<file path="config.mk">
export PLATFORM = sky130hd
export DESIGN_NAME = demux8bit2_stream
export DESIGN_NICKNAME = d
export VERILOG_FILES = /design/src/rtl/demux8bit2_stream.sv
export SDC_FILE = /design/constraint.sdc
export NUM_CORES = 1
export LEC_CHECK = 0
export CORE_MARGIN = 4
export CORE_UTILIZATION = 25
export CTS_CLUSTER_DIAMETER = 50
export CTS_CLUSTER_SIZE = 40
export DETAILED_ROUTE_END_ITERATION = 16
export SLEW_MARGIN = 10
export SYNTH_ARGS = -nofsm -noshare
export SYNTH_HDL_FRONTEND = slang
export SYNTH_SLANG_ARGS = --single-unit
</file>
<file path="constraint.sdc">
create_clock -name clk -period 2.55 [get_ports clk]
set_input_delay 0.6375 -clock clk [delete_from_list [all_inputs] [get_ports clk]]
set_output_delay 0.6375 -clock clk [all_outputs]
set_load 0.05 [all_outputs]
</file>
<file path="src/rtl/demux8bit2_stream.sv">
// Registered 1-to-2 byte demultiplexer: steers a valid/ready byte stream into
// two independent FIFO-buffered channels (A: sel=0, B: sel=1) with saturating byte counters.
module demux8bit2_stream #(
  parameter int unsigned DEPTH = 2,
  parameter int unsigned CNT_W = 16
) (
  input  logic             clk,
  input  logic             rst,
  input  logic [7:0]       in_data,
  input  logic             in_sel,
  input  logic             in_valid,
  output logic             in_ready,
  output logic [7:0]       a_data,
  output logic             a_valid,
  input  logic             a_ready,
  output logic [7:0]       b_data,
  output logic             b_valid,
  input  logic             b_ready,
  output logic [CNT_W-1:0] cnt_a,
  output logic [CNT_W-1:0] cnt_b
);

  localparam int unsigned AW = $clog2(DEPTH);
  localparam int unsigned PW = AW + 1;

  // Index 0 is channel A, index 1 is channel B.
  logic [7:0]       mem_q  [2][DEPTH];
  logic [PW-1:0]    wptr_q [2];
  logic [PW-1:0]    wptr_d [2];
  logic [PW-1:0]    rptr_q [2];
  logic [PW-1:0]    rptr_d [2];
  logic [CNT_W-1:0] cnt_q  [2];
  logic [CNT_W-1:0] cnt_d  [2];

  logic [1:0] full;
  logic [1:0] empty;
  logic [1:0] push;
  logic [1:0] pop;
  logic [1:0] out_ready;
  logic       accept;

  always_comb begin
    for (int unsigned ch = 0; ch < 2; ch++) begin
      empty[ch] = (wptr_q[ch] == rptr_q[ch]);
      full[ch]  = (wptr_q[ch][AW] != rptr_q[ch][AW]) &&
                  (wptr_q[ch][AW-1:0] == rptr_q[ch][AW-1:0]);
    end
  end

  // Ready looks only at occupancy sampled at this edge: a same-cycle pop never frees a slot.
  assign in_ready  = ~rst & (in_sel ? ~full[1] : ~full[0]);
  assign accept    = in_valid & in_ready;
  assign push      = {accept & in_sel, accept & ~in_sel};
  assign out_ready = {b_ready, a_ready};
  assign pop       = out_ready & ~empty;

  always_comb begin
    for (int unsigned ch = 0; ch < 2; ch++) begin
      wptr_d[ch] = push[ch] ? wptr_q[ch] + PW'(1) : wptr_q[ch];
      rptr_d[ch] = pop[ch]  ? rptr_q[ch] + PW'(1) : rptr_q[ch];
      cnt_d[ch]  = cnt_q[ch];
      if (push[ch] && (cnt_q[ch] != '1)) begin
        cnt_d[ch] = cnt_q[ch] + CNT_W'(1);
      end
    end
  end

  always_ff @(posedge clk or posedge rst) begin
    if (rst) begin
      for (int unsigned ch = 0; ch < 2; ch++) begin
        wptr_q[ch] <= '0;
        rptr_q[ch] <= '0;
        cnt_q[ch]  <= '0;
        for (int unsigned i = 0; i < DEPTH; i++) begin
          mem_q[ch][i] <= '0;
        end
      end
    end else begin
      for (int unsigned ch = 0; ch < 2; ch++) begin
        wptr_q[ch] <= wptr_d[ch];
        rptr_q[ch] <= rptr_d[ch];
        cnt_q[ch]  <= cnt_d[ch];
        if (push[ch]) begin
          mem_q[ch][wptr_q[ch][AW-1:0]] <= in_data;
        end
      end
    end
  end

  assign a_data  = mem_q[0][rptr_q[0][AW-1:0]];
  assign b_data  = mem_q[1][rptr_q[1][AW-1:0]];
  assign a_valid = ~empty[0];
  assign b_valid = ~empty[1];
  assign cnt_a   = cnt_q[0];
  assign cnt_b   = cnt_q[1];

endmodule

</file>
After elaboration in Yosys (flattened, before gate mapping)
Cells that the tools add are included.
Widths: inputs -> output; s select.
Word-level totals
  logic and storage cells: 65
  output and inout port bits: 51
  flip-flop bits (word level): 72
Cells by class
  bitwise gates (word level): 16
  $lt $le $gt $ge: 6
  reductions and logical operators: 6
  add/subtract/negate cells: 6
  eq/ne operators: 8
  muxes and demuxes: 13
Operators by type and width (number)
  $mux 8: 8
  $add 16x1->16 const B: 2
  $bwmux 16: 2
  $ne 16x16->1 const B: 2
  $demux 8 s1: 2
  $add 2x1->2 const B: 4
  $ge 2x2->1 const B: 4
  $not 1->2: 4
  $logic_and 1x1->1: 6
  $not 1->1: 6
  $and 1x1->1: 4
  $eq 2x2->1: 2
  $lt 2x1->1 const B: 2
  $and 2x2->2: 1
  $eq 1x1->1: 2
  $ne 1x1->1: 2
  $not 2->2: 1
  $mux 1: 1

Depth between registers and ports, before layout
Gate-level depths: netlist of the first run.
  word-level depth: 8
  gate-level depth with buffers: 6

Least setup slack after synthesis of the first run
Ideal clock, no wire load.
  path kind: input to register
  from: input rst
  to: register cnt_q (netlist bit cnt_b[14])
  path slack: -1220 ps
  buffers on the path: 0
  data required time: 2422 ps
  arrival time: 3642 ps
  cell stages on the path: 5
  cell sequence: inv_1 o2111ai_4 or3_4 nor3_2 mux2_1
Between the ends
  longest elaborated chain between the ends: 5
Ends and longest elaborated chain
  start: declaration: RTL line 8  | input logic rst,
  $not 1->1: RTL line 51  | assign in_ready = ~rst & (in_sel ? ~full[1] : ~full[0]);
  $and 1x1->1: RTL line 51
  $and 1x1->1: RTL line 52  | assign accept = in_valid & in_ready;
  $and 1x1->1: RTL line 53  | assign push = {accept & in_sel, accept & ~in_sel};
  $logic_and 1x1->1: RTL line 62  | if (push[ch] && (cnt_q[ch] != '1)) begin
  end signal: indexed assignment: RTL line 82  | cnt_q[ch] <= cnt_d[ch];
  end: declaration: RTL line 32  | logic [CNT_W-1:0] cnt_q [2];
Every way passes these cells.
A chain may end at the register's enable or synchronous reset.

Final worst setup path of the first run
  from: input in_sel
  to: output in_ready
Between the ends
  longest elaborated chain between the ends: 2
Ends and longest elaborated chain
  start: declaration: RTL line 10  | input logic in_sel,
  $mux 1: RTL line 51
  $and 1x1->1: RTL line 51
  end: declaration: RTL line 12  | output logic in_ready,
Every way passes these cells.

==> flow_metrics.tcl, run 1 <==
set metrics [dict create \
    yosysMostFrequentCell "dfrtp_1" \
    firstDrtPassIters 4 \
    layoutNonFillerInstCount 524 \
    area_growth_pct 36.9 \
    die_area_sq_um 15100 \
    crit_chain "clkdlybuf4s50_1 > buf_4 > nor3_1 > a211oi_2 > buf_12" \
    hold_class "register to register" \
    wl_per_cell_um 14.0 \
    numPortBuffers 64 \
    synthTopCellsByArea "dfrtp_1 55%, mux2_2 18%, xnor2_1 8.0%, nand4_1 2.3%, nand2_1 2.0%" \
    critPathCaptureType "primary output" \
    syn-cell-area_sq_um 3300 \
    synth_top_family_by_area "multiplexers" \
    cp.depth 5 \
    hold_viol 0 \
    ff_latch_area_sq_um 1800 \
    netlist_instances 261 \
    synth_fa_ha_area_share_pct 0.758 \
    synth_common_cells "72 x dfrtp_1, 52 x mux2_2, 30 x xnor2_1, 18 x nand2_1, 13 x nand3_1" \
    cts-resized-gates 0 \
    overflow 0 \
    grtUsageTotal_pct 10.4 \
    synth_nets 277 \
    outcome "completed" \
    max_slew_margin_pct 40.0 \
    synth_compound_area_share_pct 2.65 \
    layout_min_cycle_time_ns 2.44 \
    post-place-ws_ns 0.00597 \
    power.density_nw_per_um2 1280 \
    clkLatencyLatePin_ns 0.33 \
    r2r-end "mem_q[24]" \
    async_flop_share_pct 100 \
    vias 2266 \
    ant_nets 0 \
    htree_num_levels 3 \
    critPathRequiredTime_ns 1.91 \
    chipWidth_um 123 \
    critPathMaxFanout 3 \
    ys_types 33 \
    cp_slowest_cell "clkdlybuf4s50_1" \
    cts_tree "built" \
    slowest_delay_ns 0.49 \
    multi_input_area_sq_um 1460 \
    drt_iter0_drc 75 \
    drive_gt1_share_pct 31.5 \
    antenna_found_initial 0 \
    arrival_ns 1.80 \
    endpoint "in_ready" \
    postPlaceCellArea_sq_um 4260 \
    syn_area_per_cell_sq_um 12.7 \
    cp_top_family "buffers and inverters" \
    dp_hpwl_mm 5.23 \
    synth-xor-area-share_pct 10.0 \
    fmax_ghz 0.410 \
    yosysTopAreaCell "dfrtp_1" \
    dpl.cell_count 508 \
    leakagePower_nw 1.90 \
    antenna_cells 0 \
    coreArea_sq_um 12800 \
    synth_seq_cells 72 \
    seq_area_frac_synth_pct 54.5 \
    cts_sinks 72 \
    grt_max_degree 73 \
    rsz0062_at_grt "false" \
    ys.flop_type "dfrtp_1" \
    routed_wl_mm 7.34 \
    fillers 1272 \
    stdcell_area_sq_um 4520 \
    numCtsBuffers 9 \
    fin_crit_sh_pct 95.5 \
    cts_root_buffer "clkbuf_16" \
    vias_per_cell 4.32 \
    grt_pass1_wl_mm 12.1 \
    grt_pass1_vias 2354 \
    synth_edf_count 0 \
    synthMuxAreaShare_pct 18.7 \
    finalSetupViolCount 0 \
    fin_ws_ns 0.114 \
    synth_top_cell_area_share_pct 54.5 \
    place.gp.congestion 0.782 \
    critical_path_buf_inv_count 3 \
    cts_setup_buffers 0 \
    cp-start-kind "input port" \
    rr_worst_depth 4 \
    drv_cap 0 \
    cts.path.max_buffers 2 \
    finClkSkew_ns 0.00239 \
    fp.dieH_um 123 \
    num-nets-final 363 \
    start_util_pct 25.9 \
    drc 0 \
    ir_drop_mv 0.808 \
    r2r_slack_ns 0.59 \
    slew_violations 0 \
    num_rows 41 \
    reg2reg_from "rptr_q[3]" \
    yosysWarnings 0 \
    pin_count 65 \
    crit_start "in_sel" \
    criticalPathCategory "input port to primary output" \
    worstMarginPinSlew_ns 0.901 \
    path_clk_slew_ns 0.05 \
    synth-simple-area-share_pct 11.9 \
    postCtsHoldBufs 0 \
]
==> flip-flops by register name, indices dropped and copies added (netlist names) <==
name,cells
wptr_q,4
mem_q,32
cnt_a,16
cnt_b,16
rptr_q,4
==> logic make-up (layout without fill, tap and decap cells) <==
logic type | count (synthesis) | count (layout)
compound gates | 9 | 9
flops | 72 | 72
buf+inv | 12 | 103
simple gates | 74 | 74
mux | 55 | 55
fa+ha+maj | 2 | 2
xor+xnor | 37 | 37
==> power breakdown <==
| group | internal, mW | switching [mW] |
|---|---|---|
| logic | 1.15 | 1.70 |
| clock network | 0.682 | 0.451 |
| registers | 1.53 | 0.285 |
==> worst min-delay path by stage <==
stage | start | to | cells after the start
after global routing | wptr_q[1] | wptr_q[1] | 1
after CTS | rptr_q[1] | rptr_q[1] | 1
final | rptr_q[1] | rptr_q[1] | 1
after floorplan | wptr_q[1] | wptr_q[1] | 1
after detailed placement | rptr_q[1] | rptr_q[1] | 1
after global placement | rptr_q[1] | rptr_q[1] | 1
==> through the flow <==
| stage | hold WS, ns | util [%] | total power [mW] | TNS (ns) |
|---|---|---|---|---|
| 6_report | 0.488 | 35.4 | 5.79 | 0 |
| 5_1_grt | 0.508 | 35.4 | 6.12 | 0 |
| 4_1_cts | 0.494 | 35.4 | 5.88 | 0 |
| 3_5_place_dp | 0.484 | 33.3 | 4.71 | 0 |
| 3_3_place_gp | 0.480 | 33.3 | 4.67 | 0 |
| 2_1_floorplan | 0.462 | - | 3.80 | -1.96 |
==> layout make-up <==
cell class | instances | area share, %
clock inverters | 3 | 0.387
inverters | 7 | 0.664
multi-input cells | 177 | 32.2
repair buffers | 80 | 16.6
well taps | 172 | 4.76
flip-flops and latches | 72 | 39.8
clock buffers | 13 | 5.53
==> layer usage <==
layer / track usage, % / share of wire, %
met1: 12.8 / 44
met2: 17.2 / 49
met3: 4.03 / 5.4
met4: 2.94 / 1.2
met5: 0 / 0
==> placed cells by master (no fill, tap or decap), types with 6 or more instances in the layout <==
master	netlist	routed
nand2_1	18	18
xnor2_1	30	30
nand3_1	13	13
nand4_1	12	12
xor2_1	6	6
clkbuf_16	0	9
buf_4	0	32
clkdlybuf4s50_1	0	45
mux2_2	52	52
inv_1	7	6
dfrtp_1	72	72
nor2_1	9	9
Power figures use the tool's default switching activity.
==> run 2: changes to the inputs <==
ABC_CLOCK_PERIOD_IN_PS = 2550   (was default)
==> results of run 2 <==
Final layout, timing and power as in run 1 (identical DEF).
